$ cat src/rtl/ov5640_pkg.sv
// Shared OV5640 capture types: FSM state, pixel/phase width helpers, default crop window.
package ov5640_pkg;

   typedef enum logic [1:0] {
      ST_SKIP    = 2'd0,
      ST_WAIT_VS = 2'd1,
      ST_ACTIVE  = 2'd2
   } cap_state_t;

   localparam int SENSOR_W          = 1024;
   localparam int SENSOR_H          = 768;
   localparam int DEF_DATA_W        = 8;
   localparam int DEF_BYTES_PER_PIX = 2;

   typedef struct packed {
      logic [11:0] h_start;
      logic [11:0] h_stop;
      logic [11:0] v_start;
      logic [11:0] v_stop;
   } win_cfg_t;

   function automatic int pix_w(input int data_w, input int bytes_per_pix);
      return data_w * bytes_per_pix;
   endfunction

   function automatic int phase_w(input int bytes_per_pix);
      return (bytes_per_pix > 1) ? $clog2(bytes_per_pix) : 1;
   endfunction

   // Window the SCCB block programs at boot: 800x480 centred-ish on the sensor.
   function automatic win_cfg_t default_window();
      win_cfg_t w;
      w.h_start = 12'd200;
      w.h_stop  = 12'(SENSOR_W - 24);
      w.v_start = 12'd200;
      w.v_stop  = 12'(SENSOR_H - 88);
      return w;
   endfunction

endpackage

$ cat src/rtl/ov5640_byte_pack.sv
// Byte phase tracking and pixel assembly; pix_data_o/pix_done_o are combinational with the last byte.
// No backpressure: the sensor cannot be stalled.
module ov5640_byte_pack
   import ov5640_pkg::*;
#(
   parameter  int DATA_W        = DEF_DATA_W,
   parameter  int BYTES_PER_PIX = DEF_BYTES_PER_PIX,
   localparam int PIX_W         = pix_w(DATA_W, BYTES_PER_PIX),
   localparam int PH_W          = phase_w(BYTES_PER_PIX)
)(
   input  logic              clk_i,
   input  logic              rst_i,
   input  logic              href_i,
   input  logic              href_rise_i,
   input  logic              byte_swap_i,
   input  logic [DATA_W-1:0] data_i,
   output logic [PIX_W-1:0]  pix_data_o,
   output logic              pix_done_o,
   output logic              partial_o
);

   localparam logic [PH_W-1:0] PH_LAST = PH_W'(BYTES_PER_PIX - 1);

   logic [PH_W-1:0]  phase_q, phase_d, phase_cur, lane;
   logic [PIX_W-1:0] acc_q, acc_d, word;

   always_comb begin
      phase_cur = href_rise_i ? '0 : phase_q;
      lane      = byte_swap_i ? phase_cur : PH_LAST - phase_cur;
      word      = acc_q;
      word[lane*DATA_W +: DATA_W] = data_i;
      phase_d   = phase_q;
      acc_d     = acc_q;
      if (href_i) begin
         phase_d = (phase_cur == PH_LAST) ? '0 : phase_cur + 1'b1;
         acc_d   = word;
      end
   end

   always_ff @(posedge clk_i) begin
      if (rst_i) begin
         phase_q <= '0;
         acc_q   <= '0;
      end else begin
         phase_q <= phase_d;
         acc_q   <= acc_d;
      end
   end

   assign pix_data_o = word;
   assign pix_done_o = href_i && (phase_cur == PH_LAST);
   assign partial_o  = (phase_q != '0);

endmodule

$ cat src/rtl/ov5640_crop_capture.sv
// DVP capture with frame skip and frame-atomic crop window; outputs registered, 1 cycle after the last byte.
// No backpressure: pix_vld_o is a strobe the frame-buffer writer must always accept.
module ov5640_crop_capture
   import ov5640_pkg::*;
#(
   parameter  int DATA_W        = DEF_DATA_W,
   parameter  int BYTES_PER_PIX = DEF_BYTES_PER_PIX,
   parameter  int CNT_W         = 12,
   parameter  int SKIP_FRAMES   = 10,
   localparam int PIX_W         = pix_w(DATA_W, BYTES_PER_PIX)
)(
   input  logic              ov5640_pclk_i,
   input  logic              s_rst_i,
   input  logic              ov5640_href_i,
   input  logic              ov5640_vsync_i,
   input  logic [DATA_W-1:0] ov5640_data_i,
   input  logic [CNT_W-1:0]  cfg_h_start_i,
   input  logic [CNT_W-1:0]  cfg_h_stop_i,
   input  logic [CNT_W-1:0]  cfg_v_start_i,
   input  logic [CNT_W-1:0]  cfg_v_stop_i,
   input  logic              cfg_byte_swap_i,
   output logic              pix_vld_o,
   output logic [PIX_W-1:0]  pix_data_o,
   output logic [CNT_W-1:0]  pix_x_o,
   output logic [CNT_W-1:0]  pix_y_o,
   output logic              pix_sof_o,
   output logic              pix_eol_o,
   output logic              frame_done_o,
   output logic              line_err_o
);

   localparam int              SK_W      = (SKIP_FRAMES > 1) ? $clog2(SKIP_FRAMES) : 1;
   localparam logic [SK_W-1:0] SKIP_LAST = SK_W'((SKIP_FRAMES > 0) ? SKIP_FRAMES - 1 : 0);

   cap_state_t       state_q, state_d;
   logic             latch_cfg, active;
   logic [SK_W-1:0]  skip_q, skip_d;
   logic             vsync_d1_q, href_d1_q, vs_rise, href_rise, href_fall;
   logic [CNT_W-1:0] h_start_q, h_stop_q, v_start_q, v_stop_q;
   logic             swap_q;
   logic [CNT_W-1:0] col_q, col_d, col_cur, line_q, line_d;
   logic             drop_q, drop_d, line_err_q, line_err_d;
   logic             in_h, in_v, emit;
   logic [PIX_W-1:0] pk_data;
   logic             pk_done, pk_partial;
   logic             vld_d, sof_d, eol_d, fdone_d;
   logic [PIX_W-1:0] data_d;
   logic [CNT_W-1:0] x_d, y_d;

   assign vs_rise   = ov5640_vsync_i & ~vsync_d1_q;
   assign href_rise = ov5640_href_i & ~href_d1_q;
   assign href_fall = ~ov5640_href_i & href_d1_q;

   ov5640_byte_pack #(.DATA_W(DATA_W), .BYTES_PER_PIX(BYTES_PER_PIX)) u_pack (
      .clk_i       (ov5640_pclk_i),
      .rst_i       (s_rst_i),
      .href_i      (ov5640_href_i),
      .href_rise_i (href_rise),
      .byte_swap_i (swap_q),
      .data_i      (ov5640_data_i),
      .pix_data_o  (pk_data),
      .pix_done_o  (pk_done),
      .partial_o   (pk_partial)
   );

   always_ff @(posedge ov5640_pclk_i) begin
      if (s_rst_i) state_q <= ST_SKIP;
      else         state_q <= state_d;
   end

   always_comb begin
      state_d = state_q;
      case (state_q)
         ST_SKIP:    if (SKIP_FRAMES == 0 || (vs_rise && skip_q == SKIP_LAST)) state_d = ST_WAIT_VS;
         ST_WAIT_VS: if (vs_rise) state_d = ST_ACTIVE;
         ST_ACTIVE:  state_d = ST_ACTIVE;
         default:    state_d = ST_SKIP;
      endcase
   end

   always_comb begin
      latch_cfg = (state_q != ST_SKIP) && vs_rise;
      active    = (state_q == ST_ACTIVE);
   end

   always_comb begin
      skip_d  = (state_q == ST_SKIP && vs_rise) ? skip_q + 1'b1 : skip_q;
      col_cur = href_rise ? '0 : col_q;
      in_h    = (col_cur >= h_start_q) && (col_cur < h_stop_q);
      in_v    = (line_q >= v_start_q) && (line_q < v_stop_q);
      // A line cut by vsync stays dropped until the next href rise.
      emit    = active && !vs_rise && !(drop_q && !href_rise) && pk_done && in_h && in_v;

      col_d = col_cur;
      if (vs_rise)                      col_d = '0;
      else if (pk_done && col_cur != '1) col_d = col_cur + 1'b1;

      line_d = line_q;
      if (vs_rise)                                     line_d = '0;
      else if (href_fall && !drop_q && line_q != '1)   line_d = line_q + 1'b1;

      drop_d = drop_q;
      if (vs_rise && ov5640_href_i) drop_d = 1'b1;
      else if (href_rise)           drop_d = 1'b0;

      line_err_d = line_err_q;
      if (latch_cfg)
         line_err_d = 1'b0;
      else if (active && href_fall && !drop_q &&
               (pk_partial || (in_v && h_start_q < h_stop_q && col_q < h_stop_q)))
         line_err_d = 1'b1;

      vld_d   = emit;
      sof_d   = emit && (col_cur == h_start_q) && (line_q == v_start_q);
      eol_d   = emit && (col_cur == h_stop_q - 1'b1);
      fdone_d = active && vs_rise;
      data_d  = emit ? pk_data : pix_data_o;
      x_d     = emit ? col_cur - h_start_q : pix_x_o;
      y_d     = emit ? line_q - v_start_q : pix_y_o;
   end

   always_ff @(posedge ov5640_pclk_i) begin
      if (s_rst_i) begin
         skip_q       <= '0;
         vsync_d1_q   <= 1'b0;
         href_d1_q    <= 1'b0;
         h_start_q    <= '0;
         h_stop_q     <= '0;
         v_start_q    <= '0;
         v_stop_q     <= '0;
         swap_q       <= 1'b0;
         col_q        <= '0;
         line_q       <= '0;
         drop_q       <= 1'b0;
         line_err_q   <= 1'b0;
         pix_vld_o    <= 1'b0;
         pix_data_o   <= '0;
         pix_x_o      <= '0;
         pix_y_o      <= '0;
         pix_sof_o    <= 1'b0;
         pix_eol_o    <= 1'b0;
         frame_done_o <= 1'b0;
      end else begin
         skip_q       <= skip_d;
         vsync_d1_q   <= ov5640_vsync_i;
         href_d1_q    <= ov5640_href_i;
         if (latch_cfg) begin
            h_start_q <= cfg_h_start_i;
            h_stop_q  <= cfg_h_stop_i;
            v_start_q <= cfg_v_start_i;
            v_stop_q  <= cfg_v_stop_i;
            swap_q    <= cfg_byte_swap_i;
         end
         col_q        <= col_d;
         line_q       <= line_d;
         drop_q       <= drop_d;
         line_err_q   <= line_err_d;
         pix_vld_o    <= vld_d;
         pix_data_o   <= data_d;
         pix_x_o      <= x_d;
         pix_y_o      <= y_d;
         pix_sof_o    <= sof_d;
         pix_eol_o    <= eol_d;
         frame_done_o <= fdone_d;
      end
   end

   assign line_err_o = line_err_q;

endmodule

$ cat config.mk
export PLATFORM = sky130hd
export DESIGN_NAME = ov5640_crop_capture
export DESIGN_NICKNAME = d
export VERILOG_FILES = /design/src/rtl/ov5640_pkg.sv /design/src/rtl/ov5640_byte_pack.sv /design/src/rtl/ov5640_crop_capture.sv
export SDC_FILE = /design/constraint.sdc
export NUM_CORES = 1
export LEC_CHECK = 0
export ABC_AREA = 1
export BUFFER_PORTS_ARGS = -buffer_cell sky130_fd_sc_hd__buf_2
export CAP_MARGIN = 25
export CELL_PAD_IN_SITES_DETAIL_PLACEMENT = 0
export CELL_PAD_IN_SITES_GLOBAL_PLACEMENT = 1
export CORE_MARGIN = 8
export CORE_UTILIZATION = 40
export DETAILED_ROUTE_END_ITERATION = 8
export GPL_ROUTABILITY_DRIVEN = 0
export MAX_ROUTING_LAYER = met4
export PLACE_DENSITY_LB_ADDON = 0.1
export SETUP_SLACK_MARGIN = 0.15
export SLEW_MARGIN = 20
export SYNTH_ARGS = -nofsm -noshare
export SYNTH_HDL_FRONTEND = slang
export SYNTH_SLANG_ARGS = --single-unit
export TNS_END_PERCENT = 50
$ cat constraint.sdc
create_clock -name ov5640_pclk_i -period 7.5 [get_ports ov5640_pclk_i]
set_input_delay 0.75 -clock ov5640_pclk_i [delete_from_list [all_inputs] [get_ports ov5640_pclk_i]]
set_output_delay 0.75 -clock ov5640_pclk_i [all_outputs]
set_load 0.01 [all_outputs]
# Word-level counts from Yosys, hierarchy flattened
# Index checks and enable logic that the tools add are counted.
totals:
  ff_bits: 144
  in_bits: 61
  out_inout_bits: 45
  word_cells: 102
classes:
  n_addsub: 9
  n_lt_le_gt_ge: 6
  n_eq_ne: 10
  n_shift: 2
  n_mux: 11
  n_bitwise: 6
  reduce_logical: 36
op_table:
  columns: ["op", "n"]
  rows:
  - ["12-bit less-than comparator", 4]
  - ["12-bit == test", 3]
  - ["4-bit negation with 34-bit output", 1]
  - ["8-bit by 34-bit variable shift with 16-bit output (first input constant)", 1]
  - ["8-bit by 34-bit indexed part select with 16-bit output", 1]
  - ["1-bit logical AND", 25]
  - ["12-bit by 1-bit adder with 12-bit output (second input constant)", 2]
  - ["12-bit greater-or-equal comparator", 2]
  - ["12-bit 2-to-1 mux", 2]
  - ["12-bit inequality test (second input constant)", 2]
  - ["12-bit subtractor", 2]
  - ["16-bit bitwise mux", 1]
  - ["12-bit by 1-bit subtractor with 12-bit output (second input constant)", 1]
  - ["2-bit case mux with 3 select lines", 1]
  - ["1-bit 2-to-1 mux", 5]
  - ["4-bit by 1-bit adder with 4-bit output (second input constant)", 1]
  - ["4-bit == test (second input constant)", 1]
  - ["1-bit zero test", 4]
  - ["2-bit 2-to-1 mux", 2]
  - ["2-bit inequality test (second input constant)", 2]
  - ["2-bit nonzero test", 2]
  - ["2-bit OR reduction", 2]
  - ["1-bit AND", 3]
  - ["1-bit inverter", 3]
  - ["other kinds (7)", 7]

# Logic depth before layout (Yosys ltp)
# Gate-level depths: netlist of the first run.
depth:
  ltp_word: 11
  ltp_mapped: 20
  ltp_nobuf: 20

# Hierarchy
# A second synthesis of the first run with hierarchy kept.
hier_totals:
  hier_cells: 1327
  area_unflattened_um2: 8816.0
modules_own_cells:
  columns: ["module", "instances", "cells_per_inst", "area_per_inst_um2", "seq_area_each_um2"]
  rows:
  - ["ov5640_crop_capture", 1, 1161, 7835.0, 2542.4]
  - ["ov5640_byte_pack", 1, 166, 980.9, 340.3]

# Worst setup path after synthesis of the first run
# Ideal clock, no wire load.
synth_timing:
  path_kind: "input to register"
  start: "input port ov5640_href_i"
  end: "register pix_data_o[10]"
  setup_time_ns: 0.114
  arrival_time_ns: 2.675
  required_ns: 7.386
  path_slack_ns: 4.711
  stages: 17
  n_path_buf: 1
  cell_sequence: "nand2_2 inv_1 nor2_1 inv_1 ha_1 inv_1 fa_1 nand3_1 nand3_1 nand4_1 nand3_1 nand2_1 nand2_2 nand3_4 buf_4 o21bai_1 nor2_1"
synth_via:
  elab_chain_cells: 8
  elab_cells_between_ends: 20
  cone_classes: "add/sub (2); order compare (2); shift (2); mux (4); bitwise (1); reduce/logical (9)"
synth_lines:
  columns: ["item", "line", "source"]
  rows:
  - ["start: declaration", "ov5640_crop_capture.sv:14", "input logic ov5640_href_i,"]
  - ["parallel branches: the longest is 8 deep, another holds 4-bit negation with 34-bit output", null, null]
  - ["end signal: assignment", "ov5640_crop_capture.sv:159", "pix_data_o <= data_d;"]
  - ["end: declaration", "ov5640_crop_capture.sv:23", "output logic [PIX_W-1:0] pix_data_o,"]
# Several ways; the timed one is not identified.
# A chain may end at the register's enable or synchronous reset.

# Final worst setup path of the first run
layout_timing:
  start: "input port ov5640_href_i"
  end: "register pix_data_o[0]"
# The elaborated chain is that of the path after synthesis.

==> run metrics, run 1 <==
outcome=completed; RSZ-0062 raised after global routing=false; area of the mapped netlist=8600 um2; Worst EP required=7810 ps; Top Registers=pix_data_o x16, u_pack.acc_q x16; Net Count, Synth=1,398; GRT overflow=0; Peak VDD IR=0.142 mV; count leader, synth=nand2_1; CP arrival=3810 ps; Post-synth EDFFs=0; Root Buffer=clkbuf_16; synth top area cells=dfxtp_1, nand2_1, ha_1; clock sinks=144; PortBufs=105; largest net degree at the start of global routing=71; Total GRT Usage=17.8%; Post-CTS Setup Inserts=0; Seq/Total Area, Yosys=33.5%; Num CTS Buffers=17; num rows=53; Routed Antenna Nets=0; worst skew pair latency=430 ps; Worst Skew=9.54 ps; Syn. warnings=0; share of flip-flops with an asynchronous set or reset=0%; Yosys reg bits=144; hold crit path type=reg2reg; Layout area overhead=14.7%; Max transition margin=55.0%; post_cts resized=0; Total Routed Length=22,800 um; max frequency=0.286 GHz; First DRT Iteration DRCs=445; CTS tree=done; minimum clock period=3490 ps; drt pass-1 iters=5; max-slew violation count=0; DR vias/cell=4.73; CTS Buffer Depth=2; detailed-route via count=7,765; initial antenna violation count=1; max cap viols=0; final setup violation count=0; critical path endpoint category=flip-flop; Clock transition at path regs=60 ps; Tightest Pin Transition=675 ps; final cell count without fillers=1,640; layout cells sized above 1=11.6%; Initial Utilization=40.8%; Yosys cell types=38; # H-tree levels=4; setup TNS=0 ps; P per Cell Area=263 nW/um2; crit start category=input pin; ys flop type=dfxtp_1; DIE HEIGHT=163 um; vias in the first global route=7,296; Placed Cells incl. Taps=1,606; Synth top cells by count=nand2_1, inv_1, dfxtp_1; CP Class=in2reg; Fin. Hold Viols=0; fillers=2,261; core area=21,100 um2; mean area per synthesized cell=6.81 um2; Die W=163 um; Max FO, Critical Path=62; leakage=0.00490 uW; # nets final=1,487; hold buffers post-CTS=0; top cell type's share of synthesized area=33.5%; drt wl/cell=13.9 um; Residual DRC=0; first-pass GRT wire length=36,900 um; Post-Synthesis Cells=1,262; boundary pin count=106; Multi-input gate area=4640 um2; FF+latch area=2880 um2; Fin Hold WS=458 ps; Yosys top cell by area=dfxtp_1; final period utilization=46.6%; die area=26,400 um2; Detailed Place HPWL=17,300 um
==> worst paths after layout <==
path / start / end / slack, ps / cells past startpoint
worst max-delay path: ov5640_href_i / pix_data_o[0]$_SDFFE_PP0P_ / 4010 / 17
worst min-delay path: v_stop_q[0]$_SDFFE_PP0P_ / v_stop_q[0]$_SDFFE_PP0P_ / 460 / 2
worst max register to register: href_d1_q$_SDFF_PP0_ / pix_data_o[0]$_SDFFE_PP0P_ / 4110 / 17
worst min register to register: v_stop_q[0]$_SDFFE_PP0P_ / v_stop_q[0]$_SDFFE_PP0P_ / 460 / 2
==> critical path, stage by stage <==
cell and delay (ps):
buf_2 130, nand2_2 250, inv_1 130, nor2_1 270, inv_1 170, ha_1 210
inv_1 100, fa_1 210, nand3_1 100, nand3_1 110, nand4_1 90, nand3_1 90
nand2_1 80, nand2_2 150, nand3_4 530, o21bai_1 360, nor2_1 60
==> per-stage QoR <==
step	utilization, %	total power (uW)	setup slack, ps	instance area (um2)
after global placement	44.1	1830	3710	9310
after detailed placement	44.1	1830	3550	9310
after floorplan	-	1600	4710	8600
after global routing	46.7	2810	3570	9860
after CTS	46.7	2620	4010	9840
final	46.7	2590	4010	9860
==> cells by family after synthesis <==
family | Yosys count | share of synthesized area, %
flops | 144 | 33.5
buf+inv | 275 | 12.6
fa+ha+maj | 75 | 11.1
simple gates | 466 | 22.6
compound gates | 264 | 16.4
xor+xnor | 38 | 3.87
==> layer usage <==
layer / track usage, % / vias up / routed length [um]
li1: - / 4191 / -
met1: 24.7 / 3414 / 12100
met2: 26.1 / 132 / 9530
met3: 2.81 / 28 / 938
met4: 5.00 / 0 / 291
met5: - / - / 0
==> cell usage in the layout (no fill, tap or decap), types with 2 or more instances in the layout <==
cell,count
nand2_1,251
inv_1,231
dfxtp_1,144
a21oi_1,131
nor2_1,123
buf_2,105
o21ai_0,97
ha_1,73
nand3_1,35
xor2_1,32
nand4_1,22
o21bai_1,20
clkbuf_16,17
nor3_1,15
xnor2_1,5
nand2_2,4
a31oi_1,4
nor4_1,4
clkinv_2,4
buf_4,4
nor2_2,3
inv_2,3
nand3_2,3
o211ai_1,3
clkinvlp_4,3
clkinv_4,3
or2_2,2
o21a_1,2
a211oi_1,2
fa_1,2
inv_6,2
clkbuf_1,2
==> power by group <==
group / leakage (uW) / total (uW) / internal, uW / switching [uW]
logic: 0.00347 / 922 / 326 / 596
registers: 0.00117 / 882 / 843 / 39.2
clock network: 0.000257 / 786 / 432 / 354
total: 0.00490 / 2590 / 1600 / 989
==> final cells by class <==
type                            count  share of cell area [%]
Clock buffer                       20                    4.53
Clock inverter                     12                   0.876
Inverter                          235                    8.95
Antenna cell                        1                  0.0254
Sequential cell                   144                    29.2
Timing Repair Buffer              110                    5.79
Tap cell                          275                    3.49
Multi-Input combinational cell    843                    47.1
Power figures use the tool's default switching activity.
==> run 2: changes to the inputs <==
==> constraint.sdc (replaced) <==
create_clock -name ov5640_pclk_i -period 3.65 [get_ports ov5640_pclk_i]
set_input_delay 0.365 -clock ov5640_pclk_i [delete_from_list [all_inputs] [get_ports ov5640_pclk_i]]
set_output_delay 0.365 -clock ov5640_pclk_i [all_outputs]
set_load 0.01 [all_outputs]
==> run 2 against run 1 <==
Against the previous run:
- non-clock buffer count is 7 higher
- sequential power is 110% higher
- flip-flop and latch count stayed put
- largest power group unchanged
==> run metrics, run 2 (same netlist as run 1, synthesis figures left out) <==
outcome=completed; most common cell after layout, fill and taps aside=nand2_1; layout cells sized above 1=12.0%; DP Worst Slack=365 ps; Detailed Place HPWL=17,600 um; Worst EP required=3960 ps; hold crit path type=in2reg; DIE HEIGHT=163 um; detailed-route via count=7,758; reg2reg setup slack=530 ps; Residual DRC=0; post_cts resized=0; CTS Buffer Depth=2; clock sinks=144; Clock transition at path regs=60 ps; Reg2Reg Launch Point=href_d1_q$_SDFF_PP0_; Root Buffer=clkbuf_16; minimum clock period=3120 ps; Num CTS Buffers=17; drt wl/cell=13.6 um; Fin Hold WS=156 ps; initial antenna violation count=1; first-pass GRT wire length=36,900 um; DR vias/cell=4.71; First DRT Iteration DRCs=394; Total GRT Usage=17.8%; hold depth=3; worst skew pair latency=420 ps; CP arrival=3440 ps; Worst Skew=14.6 ps; CTS tree=done; setup TNS=0 ps; Max FO, Critical Path=31; max-slew violation count=0; RSZ-0062 raised after global routing=false; Die W=163 um; Fin. Hold Viols=0; slack of the critical path=528 ps; critical path endpoint category=flip-flop; PortBufs=105; GRT overflow=0; Placed Area=9390 um2; Peak VDD IR=0.288 mV; Routed Antenna Nets=0; # nets final=1,494; fin area=9980 um2; Worst Setup SP=href_d1_q$_SDFF_PP0_; core area=21,100 um2; boundary pin count=106; num rows=53; commonest non-fill, non-tap cells in the layout=nand2_1, inv_1, dfxtp_1, a21oi_1, nor2_1; r2r endpoint=pix_y_o[10]$_SDFFE_PP0P_; largest net degree at the start of global routing=44; Initial Utilization=40.8%; Tightest Pin Transition=943 ps; max frequency=0.320 GHz; drt pass-1 iters=6; leakage=0.00496 uW; P per Cell Area=548 nW/um2; CP Capture Point=pix_y_o[10]$_SDFFE_PP0P_; R2R depth=18; die area=26,400 um2; # H-tree levels=4; Total Routed Length=22,400 um; Max transition margin=37.1%; Post-CTS Setup Inserts=0; final setup violation count=0; Top Registers=pix_data_o x16, u_pack.acc_q x16; vias in the first global route=7,262; hold buffers post-CTS=0; final period utilization=85.5%; crit start category=flip-flop; max cap viols=0; CP Class=reg2reg; Layout area overhead=16.0%
[run 2: changes by cell type in the layout (fill, tap and decap cells not counted)]
cell       before  now
buf_8           1    0
bufinv_16       0    2
clkinv_4        3    2
clkinv_2        4    3
inv_8           0    1
buf_4           4   10
buf_12          0    2
inv_6           2    1
[run 2: layout make-up]
type / count / area [um2]
fill: 2207 / 11100
multi-input combinational: 843 / 4640
sequential: 144 / 2880
inverter: 235 / 882
timing repair buffer: 117 / 641
clock buffer: 20 / 447
tap: 275 / 344
clock inverter: 12 / 135
antenna: 1 / 2.50
[run 2: routing by layer]
layer  track usage (%)  part of all wire (%)
met3              3.46                   3.4
met5                 -                     0
met2              25.4                    41
met4              5.00                   1.2
met1              24.9                    54
[run 2: power by group]
| group | total, uW | internal [uW] | switching, uW |
|---|---|---|---|
| clock network | 1730 | 1030 | 703 |
| registers | 1810 | 1730 | 80.3 |
| logic | 1920 | 695 | 1230 |
| total | 5470 | 3460 | 2010 |
[run 2: how the worst min path moves through the flow]
stage,startpoint,to,slack (ps)
global placement,skip_q[3]$_SDFFE_PP0P_,skip_q[3]$_SDFFE_PP0P_,440
detailed placement,skip_q[3]$_SDFFE_PP0P_,skip_q[3]$_SDFFE_PP0P_,440
finish,ov5640_vsync_i,vsync_d1_q$_SDFF_PP0_,160
floorplan,skip_q[3]$_SDFFE_PP0P_,skip_q[3]$_SDFFE_PP0P_,420
global route,ov5640_vsync_i,vsync_d1_q$_SDFF_PP0_,160
CTS,ov5640_vsync_i,vsync_d1_q$_SDFF_PP0_,130
[run 2: metrics by stage]
step	util, %	total power, uW	instances
final	47.3	5470	1647
after global routing	47.3	5940	1647
after CTS	47.3	5560	1646
after detailed placement	44.5	3790	1614
after global placement	44.5	3800	1614
after floorplan	-	3290	1262
[run 2: worst max-delay path, stage by stage, from the launching register on]
cell and delay [ps]:
dfxtp_1 300, inv_1 60, nand2_2 250, inv_1 130, nor2_1 280, inv_1 170, ha_1 210, inv_1 100
fa_1 220, nand3_1 100, nand3_1 110, nand4_1 80, nand3_1 80, nand2_1 70, nand2_2 140, nand3_4 240
buf_12 260, o21bai_1 140, nor2_1 50
